### config.mk
export PLATFORM = sky130hd
export DESIGN_NAME = wb_stall_bus_if
export DESIGN_NICKNAME = d
export VERILOG_FILES = /design/src/rtl/wb_stall_bus_if.sv
export SDC_FILE = /design/constraint.sdc
export NUM_CORES = 1
export LEC_CHECK = 0
export BUFFER_PORTS_ARGS = -buffer_cell sky130_fd_sc_hd__buf_2
export CAP_MARGIN = 20
export CORE_UTILIZATION = 51
export DETAILED_ROUTE_END_ITERATION = 8
export GPL_ROUTABILITY_DRIVEN = 0
export MAX_ROUTING_LAYER = met4
export PLACE_DENSITY = 0.84
export SETUP_SLACK_MARGIN = 0.15
export SLEW_MARGIN = 20
export SYNTH_ARGS = -nofsm -noshare
export SYNTH_HDL_FRONTEND = slang
export SYNTH_SLANG_ARGS = --single-unit
export TNS_END_PERCENT = 10
### constraint.sdc
create_clock -name clk -period 4.3 [get_ports clk]
set_input_delay 0.645 -clock clk [delete_from_list [all_inputs] [get_ports clk]]
set_output_delay 0.645 -clock clk [all_outputs]
set_load 0.1 [all_outputs]
### src/rtl/wb_stall_bus_if.sv
// Wishbone B3 classic master for one pipeline memory port.
// Freezes the owning stage via stallreq until ack, timeout or flush ends the transfer.
module wb_stall_bus_if #(
    parameter int unsigned STALL_BIT = 3,
    parameter int unsigned TIMEOUT   = 255
) (
    input  logic        clk,
    input  logic        rst,
    input  logic [5:0]  stall_i,
    input  logic        flush_i,
    input  logic        cpu_ce_i,
    input  logic [31:0] cpu_addr_i,
    input  logic        cpu_we_i,
    input  logic [3:0]  cpu_sel_i,
    input  logic [31:0] cpu_data_i,
    output logic [31:0] cpu_data_o,
    output logic        stallreq,
    output logic        bus_timeout_o,
    output logic [31:0] wb_adr_o,
    output logic [31:0] wb_dat_o,
    output logic        wb_we_o,
    output logic [3:0]  wb_sel_o,
    output logic        wb_stb_o,
    output logic        wb_cyc_o,
    input  logic [31:0] wb_dat_i,
    input  logic        wb_ack_i
);

    typedef enum logic [1:0] {StIdle, StBusy, StWaitStall} state_e;

    localparam logic [15:0] CntMax = 16'(TIMEOUT - 1);

    state_e      state_q, state_d;
    logic [15:0] cnt_q, cnt_d;
    logic [31:0] rbuf_q, rbuf_d;
    logic [31:0] adr_q, adr_d;
    logic [31:0] dat_q, dat_d;
    logic        we_q, we_d;
    logic [3:0]  sel_q, sel_d;
    logic        stb_q, stb_d;
    logic        cyc_q, cyc_d;
    logic        tmo_q, tmo_d;
    logic        stage_stall;

    assign stage_stall = stall_i[STALL_BIT];

    always_comb begin
        state_d    = state_q;
        cnt_d      = cnt_q;
        rbuf_d     = rbuf_q;
        adr_d      = adr_q;
        dat_d      = dat_q;
        we_d       = we_q;
        sel_d      = sel_q;
        stb_d      = stb_q;
        cyc_d      = cyc_q;
        tmo_d      = 1'b0;
        stallreq   = 1'b0;
        cpu_data_o = 32'h0;

        case (state_q)
            StIdle: begin
                if (cpu_ce_i && !flush_i) begin
                    stallreq = 1'b1;
                    adr_d    = cpu_addr_i;
                    dat_d    = cpu_data_i;
                    we_d     = cpu_we_i;
                    sel_d    = cpu_sel_i;
                    cyc_d    = 1'b1;
                    stb_d    = 1'b1;
                    cnt_d    = 16'h0;
                    state_d  = StBusy;
                end
            end
            StBusy: begin
                if (flush_i) begin
                    // Flush wins: any ack in this cycle is dropped on the floor.
                    cyc_d   = 1'b0;
                    stb_d   = 1'b0;
                    we_d    = 1'b0;
                    state_d = StIdle;
                end else if (wb_ack_i) begin
                    cpu_data_o = we_q ? 32'h0 : wb_dat_i;
                    cyc_d      = 1'b0;
                    stb_d      = 1'b0;
                    we_d       = 1'b0;
                    rbuf_d     = wb_dat_i;
                    state_d    = stage_stall ? StWaitStall : StIdle;
                end else if (cnt_q == CntMax) begin
                    cyc_d   = 1'b0;
                    stb_d   = 1'b0;
                    we_d    = 1'b0;
                    rbuf_d  = 32'h0;
                    tmo_d   = 1'b1;
                    state_d = stage_stall ? StWaitStall : StIdle;
                end else begin
                    stallreq = 1'b1;
                    cnt_d    = cnt_q + 16'd1;
                end
            end
            StWaitStall: begin
                // Hold the read result until the controller lets the stage advance.
                cpu_data_o = rbuf_q;
                if (!stage_stall || flush_i) begin
                    state_d = StIdle;
                end
            end
            default: state_d = StIdle;
        endcase

        if (rst) begin
            stallreq   = 1'b0;
            cpu_data_o = 32'h0;
        end
    end

    always_ff @(posedge clk) begin
        if (rst) begin
            state_q <= StIdle;
            cnt_q   <= 16'h0;
            rbuf_q  <= 32'h0;
            adr_q   <= 32'h0;
            dat_q   <= 32'h0;
            we_q    <= 1'b0;
            sel_q   <= 4'h0;
            stb_q   <= 1'b0;
            cyc_q   <= 1'b0;
            tmo_q   <= 1'b0;
        end else begin
            state_q <= state_d;
            cnt_q   <= cnt_d;
            rbuf_q  <= rbuf_d;
            adr_q   <= adr_d;
            dat_q   <= dat_d;
            we_q    <= we_d;
            sel_q   <= sel_d;
            stb_q   <= stb_d;
            cyc_q   <= cyc_d;
            tmo_q   <= tmo_d;
        end
    end

    assign wb_adr_o      = adr_q;
    assign wb_dat_o      = dat_q;
    assign wb_we_o       = we_q;
    assign wb_sel_o      = sel_q;
    assign wb_stb_o      = stb_q;
    assign wb_cyc_o      = cyc_q;
    assign bus_timeout_o = tmo_q;

endmodule

==> summary.md, run 1 <==
| Metric | Value |
|---|---|
| Finished Layout Cells | `950` |
| Clock Skews | `0.00866 ns` |
| Multiplexer share of the synthesized area | `1.19%` |
| R2r setup slk | `~1.9 ns` |
| Final hold viol count | `0` |
| Final Net Count | `922` |
| Post-synthesis xor/xnor area fraction | `0%` |
| Post-CTS setup repair buffer count | `0` |
| Worst Path Max Fanout | `14` |
| IO Pins | `217` |
| Top_reg_cell synth | `dfxtp_1` |
| DR iter-0 viols | `295` |
| Worst Setup EP | `stallreq` |
| Vias in the first global route | `4719` |
| Initial Utilization | `52.3%` |
| CP startpoint | `cnt_q[1]$_SDFFE_PP0P_` |
| Post-placement cell count | `918` |
| Worst Min Path Start | `wb_dat_i[6]` |
| Netlist Area Pre-Place | `5070 um2` |
| Number of vias after detailed routing | `between 5000 and 6000` |
| Synth Area in Simple Gates | `between 20 and 25%` |
| Antenna cells | `0` |
| Grt ovf | `0` |
| Hold Crit Class | `input pin to flop` |
| RSZ-0062 raised after global routing | `no` |
| Die area | `10300 um2` |
| Net count after synthesis | `approximately 730` |
| CTS tree | `done` |
| Final setup vio count | `0` |
| Setup CP Type | `flop to primary output` |
| Post-DRT Antenna Nets | `0` |
| Most common cell after layout, fill and taps aside | `buf_2` |
| Unique cell type count in the Yosys netlist | `49` |
| Initial antenna violation count | `0` |
| Post-DP HPWL | `9.52 mm` |
| Adder-cell area share of the yosys netlist | `under 10%` |
| Core region area | `9680 um2` |
| Pwr dens | `528 nW/um2` |
| CP Launch Type | `flop` |
| Worst Tran Pin Value | `0.860 ns` |
| RR Endpoint | `state_q[1]$_SDFFE_PP0P_` |
| Clk slew on worst S/H paths | `0.06 ns` |
| WP data required | `around 3.7 ns` |
| Slowest stage delay, CP | `between 0.7 and 0.8 ns` |
| CP cell instances | `ha_1, or4b_1, or4_1, nand2_1, a21oi_1, buf_2` |
| Setup_tns | `0 ns` |
| Most frequent cells in the layout | `buf_2, nand2_1, dfxtp_1, a21oi_1, nor2_1` |
| Yosys reg bits | `121` |
| Max Cap Violations | `0` |
| Final wirelength | `between 10 and 15 mm` |
| Max_slew headroom | `42.7%` |
| Die width | `slightly above 100 um` |
| Drt drc | `0` |
| Core Util, Final | `a little over two thirds` |
| GRT Util Overall | `28.2%` |
| Largest family of logic cells by synthesized area | `compound AO/OA/AOI/OAI gates` |
| Compound-Gate Fraction of Synth Area | `between 20% and 30%` |
| Slowest CP cell | `or4_1` |
| 1st-pass router iterations | `5` |
| Synth warn | `0` |
| Synth Instances | `615` |
| Largest net degree at the start of global routing | `86` |
| P&R area growth vs syn | `34.3%` |
| Root Driver | `clkbuf_8` |
| # H-tree levels | `4` |
| FF-to-FF Start | `cnt_q[1]$_SDFFE_PP0P_` |
| CP arrival | `between 3 and 4 ns` |
| CP Capture Type | `primary output` |
| Max Freq | `about 270 MHz` |
| Row Count | `36` |
| Status | `finished clean` |
| CTS Sinks | `between 100 and 150` |
| Via density | `5.54` |
| Avg Synthesized Cell Area | `8.24 um2` |
| Sequential area share after synthesis | `47.8%` |
| Fillers | `749` |
| Fraction of registers with async set/reset | `0%` |
| Total power | `3.59 mW` |
| # port buffers | `211` |
| Share of cells above drive strength 1 | `31.9%` |
| Part of the cycle the worst path needs | `87.3%` |
| Worst-Skew Late Latency | `0.52 ns` |
| First-pass GRT wire length | `21.9 mm` |
| Max Transition Viols Final | `0` |
| Crit path time final | `around 3.8 ns` |
| Die extent in y | `102 um` |
| Reg2Reg Depth | `5` |
| Post-synth EDFFs | `0` |
| Clock tree buffer depth | `2` |
| LEAKAGE | `between 2 and 3 nW` |
| # hold bufs at CTS | `0` |
| Drt wl/cell | `15.1 um` |
| TritonCTS buffer count | `17` |
| VDD IR max | `0.300 mV` |
| Post_cts resized | `0` |
-- worst min-delay path by stage --
stage / to / cells after the start
2_1_floorplan: rbuf_q[0]$_SDFFE_PP0P_ / 1
3_3_place_gp: wb_adr_o[21]$_SDFFE_PP0P_ / 2
3_5_place_dp: wb_dat_o[19]$_SDFFE_PP0P_ / 2
4_1_cts: rbuf_q[6]$_SDFFE_PP0P_ / 2
5_1_grt: wb_dat_o[7]$_SDFFE_PP0P_ / 3
6_report: rbuf_q[6]$_SDFFE_PP0P_ / 2
-- cells by family after synthesis --
logic type,after synthesis
and+or+nand+nor,251
AOI/OAI and AO/OA,174
DFF,121
buffers and inverters,57
muxes,6
adders and majority gates,6
-- flip-flops by register name, indices dropped and copies added, names as in the netlist --
| register | cells |
|---|---|
| bus_timeout_o | 1 |
| wb_dat_o | 32 |
| state_q | 2 |
| wb_cyc_o | 1 |
| wb_sel_o | 4 |
| wb_adr_o | 32 |
| rbuf_q | 32 |
| wb_we_o | 1 |
| cnt_q | 16 |
-- metal layers --
layer / share of wire [%] / global-route usage [%]
met2: 48 / 44.8
met5: 0 / -
met4: 3.9 / 15.6
met3: 7.0 / 8.21
met1: 41 / 31.8
-- cell usage after synthesis, types with 2 or more instances --
cell / number / area [um2]
a221oi_1: 2 / 17.5
nor3_1: 7 / 35.0
nand2b_1: 15 / 93.8
a31oi_1: 11 / 68.8
o22ai_1: 3 / 18.8
and3_1: 3 / 18.8
and2_1: 3 / 18.8
buf_1: 9 / 33.8
nor4_1: 6 / 37.5
clkbuf_1: 34 / 128
mux2i_1: 6 / 60.1
or3_1: 3 / 18.8
a22o_1: 32 / 280
a311oi_1: 2 / 17.5
nand3_1: 12 / 60.1
nor2b_1: 4 / 25.0
a22oi_1: 32 / 240
dfxtp_1: 121 / 2420
buf_2: 2 / 10.0
nand4_1: 4 / 25.0
nand2_1: 147 / 552
ha_1: 6 / 75.1
nor2_1: 39 / 146
a21oi_1: 75 / 375
inv_1: 10 / 37.5
o21ai_1: 2 / 10.0
a211oi_1: 3 / 22.5
-- power by group --
group | total [mW] | internal [mW] | switching [mW]
Combinational | 0.841 | 0.176 | 0.664
Sequential | 1.23 | 1.19 | 0.0371
Clock | 1.52 | 1.00 | 0.520
Total | 3.59 | 2.37 | 1.22
-- critical path: cells and delay by family (launching register included) --
kind / cells / cell delay, ns
compound gates: 1 / 0.09
buf+inv: 1 / 0.34
flops: 1 / 0.43
fa+ha+maj: 1 / 0.23
simple gates: 3 / 1.48
-- cell type report --
cell class	instances	area [um2]	area share, %
tap	133	166	2.45
sequential	121	2420	35.6
inverter	10	37.5	0.552
clock inverter	14	220	3.24
multi-input combinational	437	2440	35.9
timing repair buffer	217	1100	16.2
clock buffer	18	418	6.14
-- through the flow --
stage          worst slack (ns)  cell area, um2  hold slack [ns]
6_report                  0.548            6810            0.359
5_1_grt                   0.465            6810            0.341
4_1_cts                   0.555            6800            0.338
3_5_place_dp               1.17            6160            0.443
3_3_place_gp               1.20            6160            0.438
2_1_floorplan             0.827            5070            0.443
(Power assumes the default switching activity.)
==> run 2: changes to the inputs <==
- BUFFER_PORTS_ARGS: -buffer_cell sky130_fd_sc_hd__buf_2 -> -buffer_cell sky130_fd_sc_hd__buf_4
- CORE_ASPECT_RATIO: unset -> 0.5
==> summary.md, run 2 (synthesis results as in run 1) <==
| Metric | Value |
|---|---|
| Drt wl/cell | `15.0 um` |
| VDD IR max | `0.317 mV` |
| CTS tree | `done` |
| GRT Util Overall | `27.8%` |
| Clock tree buffer depth | `2` |
| # H-tree levels | `4` |
| CP startpoint | `cnt_q[1]$_SDFFE_PP0P_` |
| Largest net degree at the start of global routing | `69` |
| Finished Layout Cells | `~950` |
| Die extent in y | `72.5 um` |
| Antenna cells | `0` |
| Area of the multi-input gates | `2440 um2` |
| Post-DP HPWL | `~9.5 mm` |
| Final wirelength | `14.3 mm` |
| TritonCTS buffer count | `17` |
| Setup CP Type | `flop to primary output` |
| LEAKAGE | `3.00 nW` |
| CP Launch Type | `flop` |
| Most frequent cells in the layout | `buf_4, nand2_1, dfxtp_1, a21oi_1, nor2_1` |
| R2r setup slk | `1.91 ns` |
| Row Count | `25` |
| Hold_ws | `roughly 0.45 ns` |
| Final instance area | `7270 um2` |
| Die width | `around 140 um` |
| Sw Ratio | `34.8%` |
| Hold Crit Class | `input pin to flop` |
| Final hold viol count | `0` |
| Max Cap Violations | `0` |
| Crit path time final | `3.47 ns` |
| P&R area growth vs syn | `43.4%` |
| Final setup vio count | `0` |
| Part of the cycle the worst path needs | `80.8%` |
| Post-CTS setup repair buffer count | `0` |
| Clock Skews | `roughly 0.0060 ns` |
| Status | `finished clean` |
| Worst Path Max Fanout | `14` |
| Final Net Count | `924` |
| Clock power share | `38.3%` |
| Net Switching | `1.20 mW` |
| # hold bufs at CTS | `0` |
| Most common cell after layout, fill and taps aside | `buf_4` |
| Setup_tns | `0 ns` |
| Post-DRT Antenna Nets | `0` |
| Vias in the first global route | `about 4600` |
| CP arrival | `2.83 ns` |
| Grt ovf | `0` |
| Max Freq | `288 MHz` |
| CP Capture Type | `primary output` |
| Reg area | `2420 um2` |
| Share of cells above drive strength 1 | `32.0%` |
| Initial antenna violation count | `0` |
| Post-placement cell count | `slightly above 900` |
| Worst-Skew Late Latency | `~0.41 ns` |
| CTS Sinks | `between 100 and 150` |
| RSZ-0062 raised after global routing | `no` |
| Pwr dens | `~470 nW/um2` |
| Worst Min Path Start | `wb_ack_i` |
| # port buffers | `211` |
| FF-to-FF Start | `cnt_q[1]$_SDFFE_PP0P_` |
| Sequential Power Share | `a little over a third` |
| Initial Utilization | `53.1%` |
| 1st-pass router iterations | `4` |
| Post_cts resized | `0` |
| DR iter-0 viols | `411` |
| Max_slew headroom | `45.5%` |
| First-pass GRT wire length | `22.0 mm` |
| Max Transition Viols Final | `0` |
| Via density | `roughly 5.4` |
| Fillers | `approximately 700` |
| Drt drc | `0` |
| Core region area | `between 9000 and 10000 um2` |
| Pint | `2.25 mW` |
| WP data required | `3.65 ns` |
| Root Driver | `clkbuf_16` |
| Placed cell area | `6710 um2` |
| Logic pwr share | `26.0%` |
| Die area | `10400 um2` |
| Worst Tran Pin Value | `0.815 ns` |
| Clk slew on worst S/H paths | `about 0.06 ns` |
| Number of vias after detailed routing | `5194` |
| IO Pins | `217` |
==> run 2: power by group through the flow <==
stage | Sequential [mW] | Clock [mW] | Combinational [mW]
3_5_place_dp | 1.25 | 0 | 0.894
5_1_grt | 1.24 | 1.40 | 0.946
3_3_place_gp | 1.25 | 0 | 0.884
4_1_cts | 1.23 | 1.34 | 0.898
6_report | 1.23 | 1.32 | 0.897
2_1_floorplan | 1.60 | 0 | 0.310
==> run 2: cell type report <==
| class | count | share of cell area [%] |
|---|---|---|
| Clock buffer | 20 | 6.29 |
| Tap cell | 135 | 2.32 |
| Inverter | 10 | 0.517 |
| Timing Repair Buffer | 219 | 22.6 |
| Sequential cell | 121 | 33.3 |
| Multi-Input combinational cell | 437 | 33.5 |
| Clock inverter | 12 | 1.38 |
==> run 2: routing by layer <==
layer / up-vias / wire length [um] / share of wire [%] / track usage, %
li1: 2542 / - / - / -
met1: 2429 / 5890 / 41 / 31.9
met2: 198 / 7200 / 50 / 47.2
met3: 25 / 941 / 6.6 / 6.73
met4: 0 / 265 / 1.9 / 11.4
met5: - / 0 / 0 / -
==> run 2: final timing paths <==
check / endpoint / depth (start not counted)
setup / recovery: stallreq / 6
hold / removal: bus_timeout_o$_SDFF_PP0_ / 2
setup reg to reg: state_q[1]$_SDFFE_PP0P_ / 5
hold reg to reg: wb_adr_o[2]$_SDFFE_PP0P_ / 2
==> run 2: per-stage QoR <==
stage	setup WS (ns)	utilization [%]	power [mW]
after floorplan	0.827	-	1.91
after global placement	1.29	70.3	2.13
after detailed placement	1.28	70.3	2.15
after CTS	0.825	76.2	3.47
after global routing	0.692	76.2	3.58
final	0.825	76.2	3.45
==> run 2: worst max-delay path, stage by stage (launching register included) <==
cell     delay (ns)
dfxtp_1        0.41
ha_1           0.21
or4b_1         0.46
or4_1          0.73
nand2_1        0.26
a21oi_1        0.09
buf_4          0.26
==> run 3: changes to the inputs <==
- ABC_AREA: unset -> 1
- CORE_UTILIZATION: 51 -> 44
- PLACE_DENSITY: 0.84 -> 0.75
- clock period: 4.3 -> 3.1 ns (I/O delays scaled with it)
==> summary.md, run 3 <==
| Metric | Value |
|---|---|
| Logic pwr share | `44.9%` |
| Unique cell type count in the Yosys netlist | `27` |
| Initial antenna violation count | `0` |
| Post-synthesis xor/xnor area fraction | `0%` |
| Commonest cells post-synth | `dfxtp_1, a21oi_1, nand2_1` |
| Netlist Area Pre-Place | `between 5000 and 6000 um2` |
| Final Net Count | `1063` |
| Area leader, netlist | `dfxtp_1` |
| First-pass GRT wire length | `roughly 23 mm` |
| Post-synth EDFFs | `0` |
| Sw Ratio | `48.1%` |
| Global routing usage on met2 | `36.9%` |
| Grt ovf | `0` |
| Vias in the first global route | `just over 5000` |
| Net count after synthesis | `approximately 880` |
| Compound-Gate Fraction of Synth Area | `22.7%` |
| Synth Instances | `763` |
| CTS Sinks | `around 120` |
| Die extent in y | `approximately 81 um` |
| Routing usage on met3 | `under 10%` |
| CTS tree | `done` |
| Post-synth top area share | `between 40% and 50%` |
| Finished Layout Cells | `1123` |
| Synth warn | `0` |
| Most frequent cell after synthesis | `dfxtp_1` |
| Clock tree buffer depth | `2` |
| CP arrival | `roughly 2.2 ns` |
| Synth Area in Simple Gates | `about a fifth` |
| Sequential area share after synthesis | `44.2%` |
| Avg Synthesized Cell Area | `~7 um2` |
| Core region area | `approximately 12000 um2` |
| Initial Utilization | `between 40% and 50%` |
| Root Driver | `clkbuf_16` |
| CP Launch Type | `flop` |
| Final setup vio count | `0` |
| Part of the cycle the worst path needs | `85.7%` |
| Max_slew headroom | `48.1%` |
| # port buffers | `211` |
| Multiplexer share of the synthesized area | `0%` |
| Post_cts resized | `0` |
| Most frequent cells in the layout | `buf_4, dfxtp_1, a21oi_1, nand2_1, inv_1` |
| Die area | `about 13000 um2` |
| IO Pins | `217` |
| Post-DP HPWL | `9.67 mm` |
| Max Cap Violations | `0` |
| Most common cell after layout, fill and taps aside | `buf_4` |
| Max Freq | `around 380 MHz` |
| # H-tree levels | `4` |
| Worst Tran Pin Value | `between 0.7 and 0.8 ns` |
| Fillers | `1063` |
| DR iter-0 viols | `510` |
| Adder-cell area share of the yosys netlist | `1.37%` |
| Top_reg_cell synth | `dfxtp_1` |
| Fraction of registers with async set/reset | `0%` |
| Post-placement cell count | `roughly 1100` |
| GRT Util Overall | `22.9%` |
| Number of vias after detailed routing | `around 5700` |
| Pwr dens | `918 nW/um2` |
| VDD IR max | `0.524 mV` |
| Synth area leaders | `dfxtp_1, a21oi_1, nand2_1` |
| Setup CP Type | `flop to primary output` |
| Post-CTS setup repair buffer count | `0` |
| Antenna cells | `0` |
| Largest net degree at the start of global routing | `about 140` |
| Net Switching | `between 3 and 4 mW` |
| Pint | `3.66 mW` |
| RSZ-0062 raised after global routing | `no` |
| Max Transition Viols Final | `0` |
| Worst Path Max Fanout | `32` |
| Yosys reg bits | `121` |
| Final hold viol count | `0` |
| P&R area growth vs syn | `40.4%` |
| WP data required | `2.63 ns` |
| Via density | `5.06` |
| Status | `finished clean` |
| Clock power share | `26.8%` |
| Drt drc | `0` |
| Final instance area | `around 7700 um2` |
| TritonCTS buffer count | `17` |
| Share of cells above drive strength 1 | `28.5%` |
| Largest family of logic cells by synthesized area | `compound AO/OA/AOI/OAI gates` |
| Clock Skews | `0.0116 ns` |
| CP Capture Type | `primary output` |
| Post-DRT Antenna Nets | `0` |
| Crit path time final | `2.66 ns` |
| LEAKAGE | `3.23 nW` |
| GR Layer Usage met1 | `27.5%` |
| R2r setup slk | `1.20 ns` |
| Placed cell area | `7100 um2` |
| Sequential Power Share | `between 20 and 30%` |
| Clk slew on worst S/H paths | `around 0.060 ns` |
| Hold Crit Class | `input pin to flop` |
| Die width | `roughly 160 um` |
| Row Count | `28` |
| Worst-Skew Late Latency | `0.41 ns` |
| Final wirelength | `roughly 15 mm` |
| Drt wl/cell | `13.1 um` |
| # hold bufs at CTS | `0` |
| 1st-pass router iterations | `8` |
| GRT Max-Usage Layer | `met2` |
[run 3: cell types whose count changed in the layout (fill, tap and decap cells not counted), moves of 6 or more]
cell and delta:
nand2b_1 -15, nand2_1 -41, inv_1 +85, nand3_1 +48, a31oi_1 -11, o21ai_0 +72, a32oi_1 +32, nor2_1 +38
a22o_1 -32, mux2i_1 -6, a22oi_1 -32, a21oi_1 +32
[run 3: through the flow]
| step | setup WS [ns] | total power [mW] | util, % | hold slack, ns | TNS [ns] |
|---|---|---|---|---|---|
| finish | 0.444 | 7.05 | 64.2 | 0.330 | 0 |
| global route | 0.278 | 7.42 | 64.2 | 0.327 | 0 |
| CTS | 0.453 | 7.09 | 64.0 | 0.322 | 0 |
| detailed placement | 0.712 | 5.18 | 59.2 | 0.437 | 0 |
| global placement | 0.732 | 5.13 | 59.2 | 0.433 | 0 |
| floorplan | -0.0262 | 4.54 | - | 0.440 | -0.184 |
[run 3: critical path: stages, from the launching register on]
cell and delay [ns]:
dfxtp_1 0.32, inv_1 0.09, ha_1 0.17, nand2_1 0.13, nor2_2 0.10, buf_4 0.33
a32oi_1 0.15, nor2_1 0.16, buf_4 0.31
[run 3: power groups by stage]
stage	clock [mW]	combinational (mW)	sequential, mW
floorplan	0	1.29	3.25
global placement	0	3.13	2.01
detailed placement	0	3.16	2.02
CTS	1.93	3.17	1.99
global route	2.02	3.38	2.03
finish	1.89	3.17	1.99
[run 3: routing by layer]
layer	part of all wire (%)	vias up
met4	2.2	0
met5	0	-
li1	-	2890
met1	44	2577
met2	48	185
met3	5.6	26
[run 3: path summary, 6_finish.rpt]
check | from | endpoint | depth (start not counted)
setup / recovery | state_q[1]$_SDFFE_PP0P_ | cpu_data_o[28] | 8
hold reg to reg | wb_dat_o[4]$_SDFFE_PP0P_ | wb_dat_o[4]$_SDFFE_PP0P_ | 2
setup reg to reg | state_q[0]$_SDFFE_PP0P_ | wb_dat_o[2]$_SDFFE_PP0P_ | 6
hold / removal | cpu_addr_i[15] | wb_adr_o[15]$_SDFFE_PP0P_ | 3
[run 3: cell families (layout without fill, tap and decap cells)]
| group | after synthesis | count (layout) |
|---|---|---|
| AOI/OAI and AO/OA | 219 | 219 |
| adders and majority gates | 6 | 6 |
| and+or+nand+nor | 263 | 263 |
| buffers and inverters | 154 | 349 |
| DFF | 121 | 121 |
[run 3: final cells by class]
class                   count  area (um2)  share of cell area (%)
multi-input cells         488        2460                    32.0
flip-flops and latches    121        2420                    31.5
repair buffers            220        1660                    21.6
clock buffers              18         429                    5.58
inverters                  97         364                    4.74
well taps                 165         206                    2.69
clock inverters            14         141                    1.84
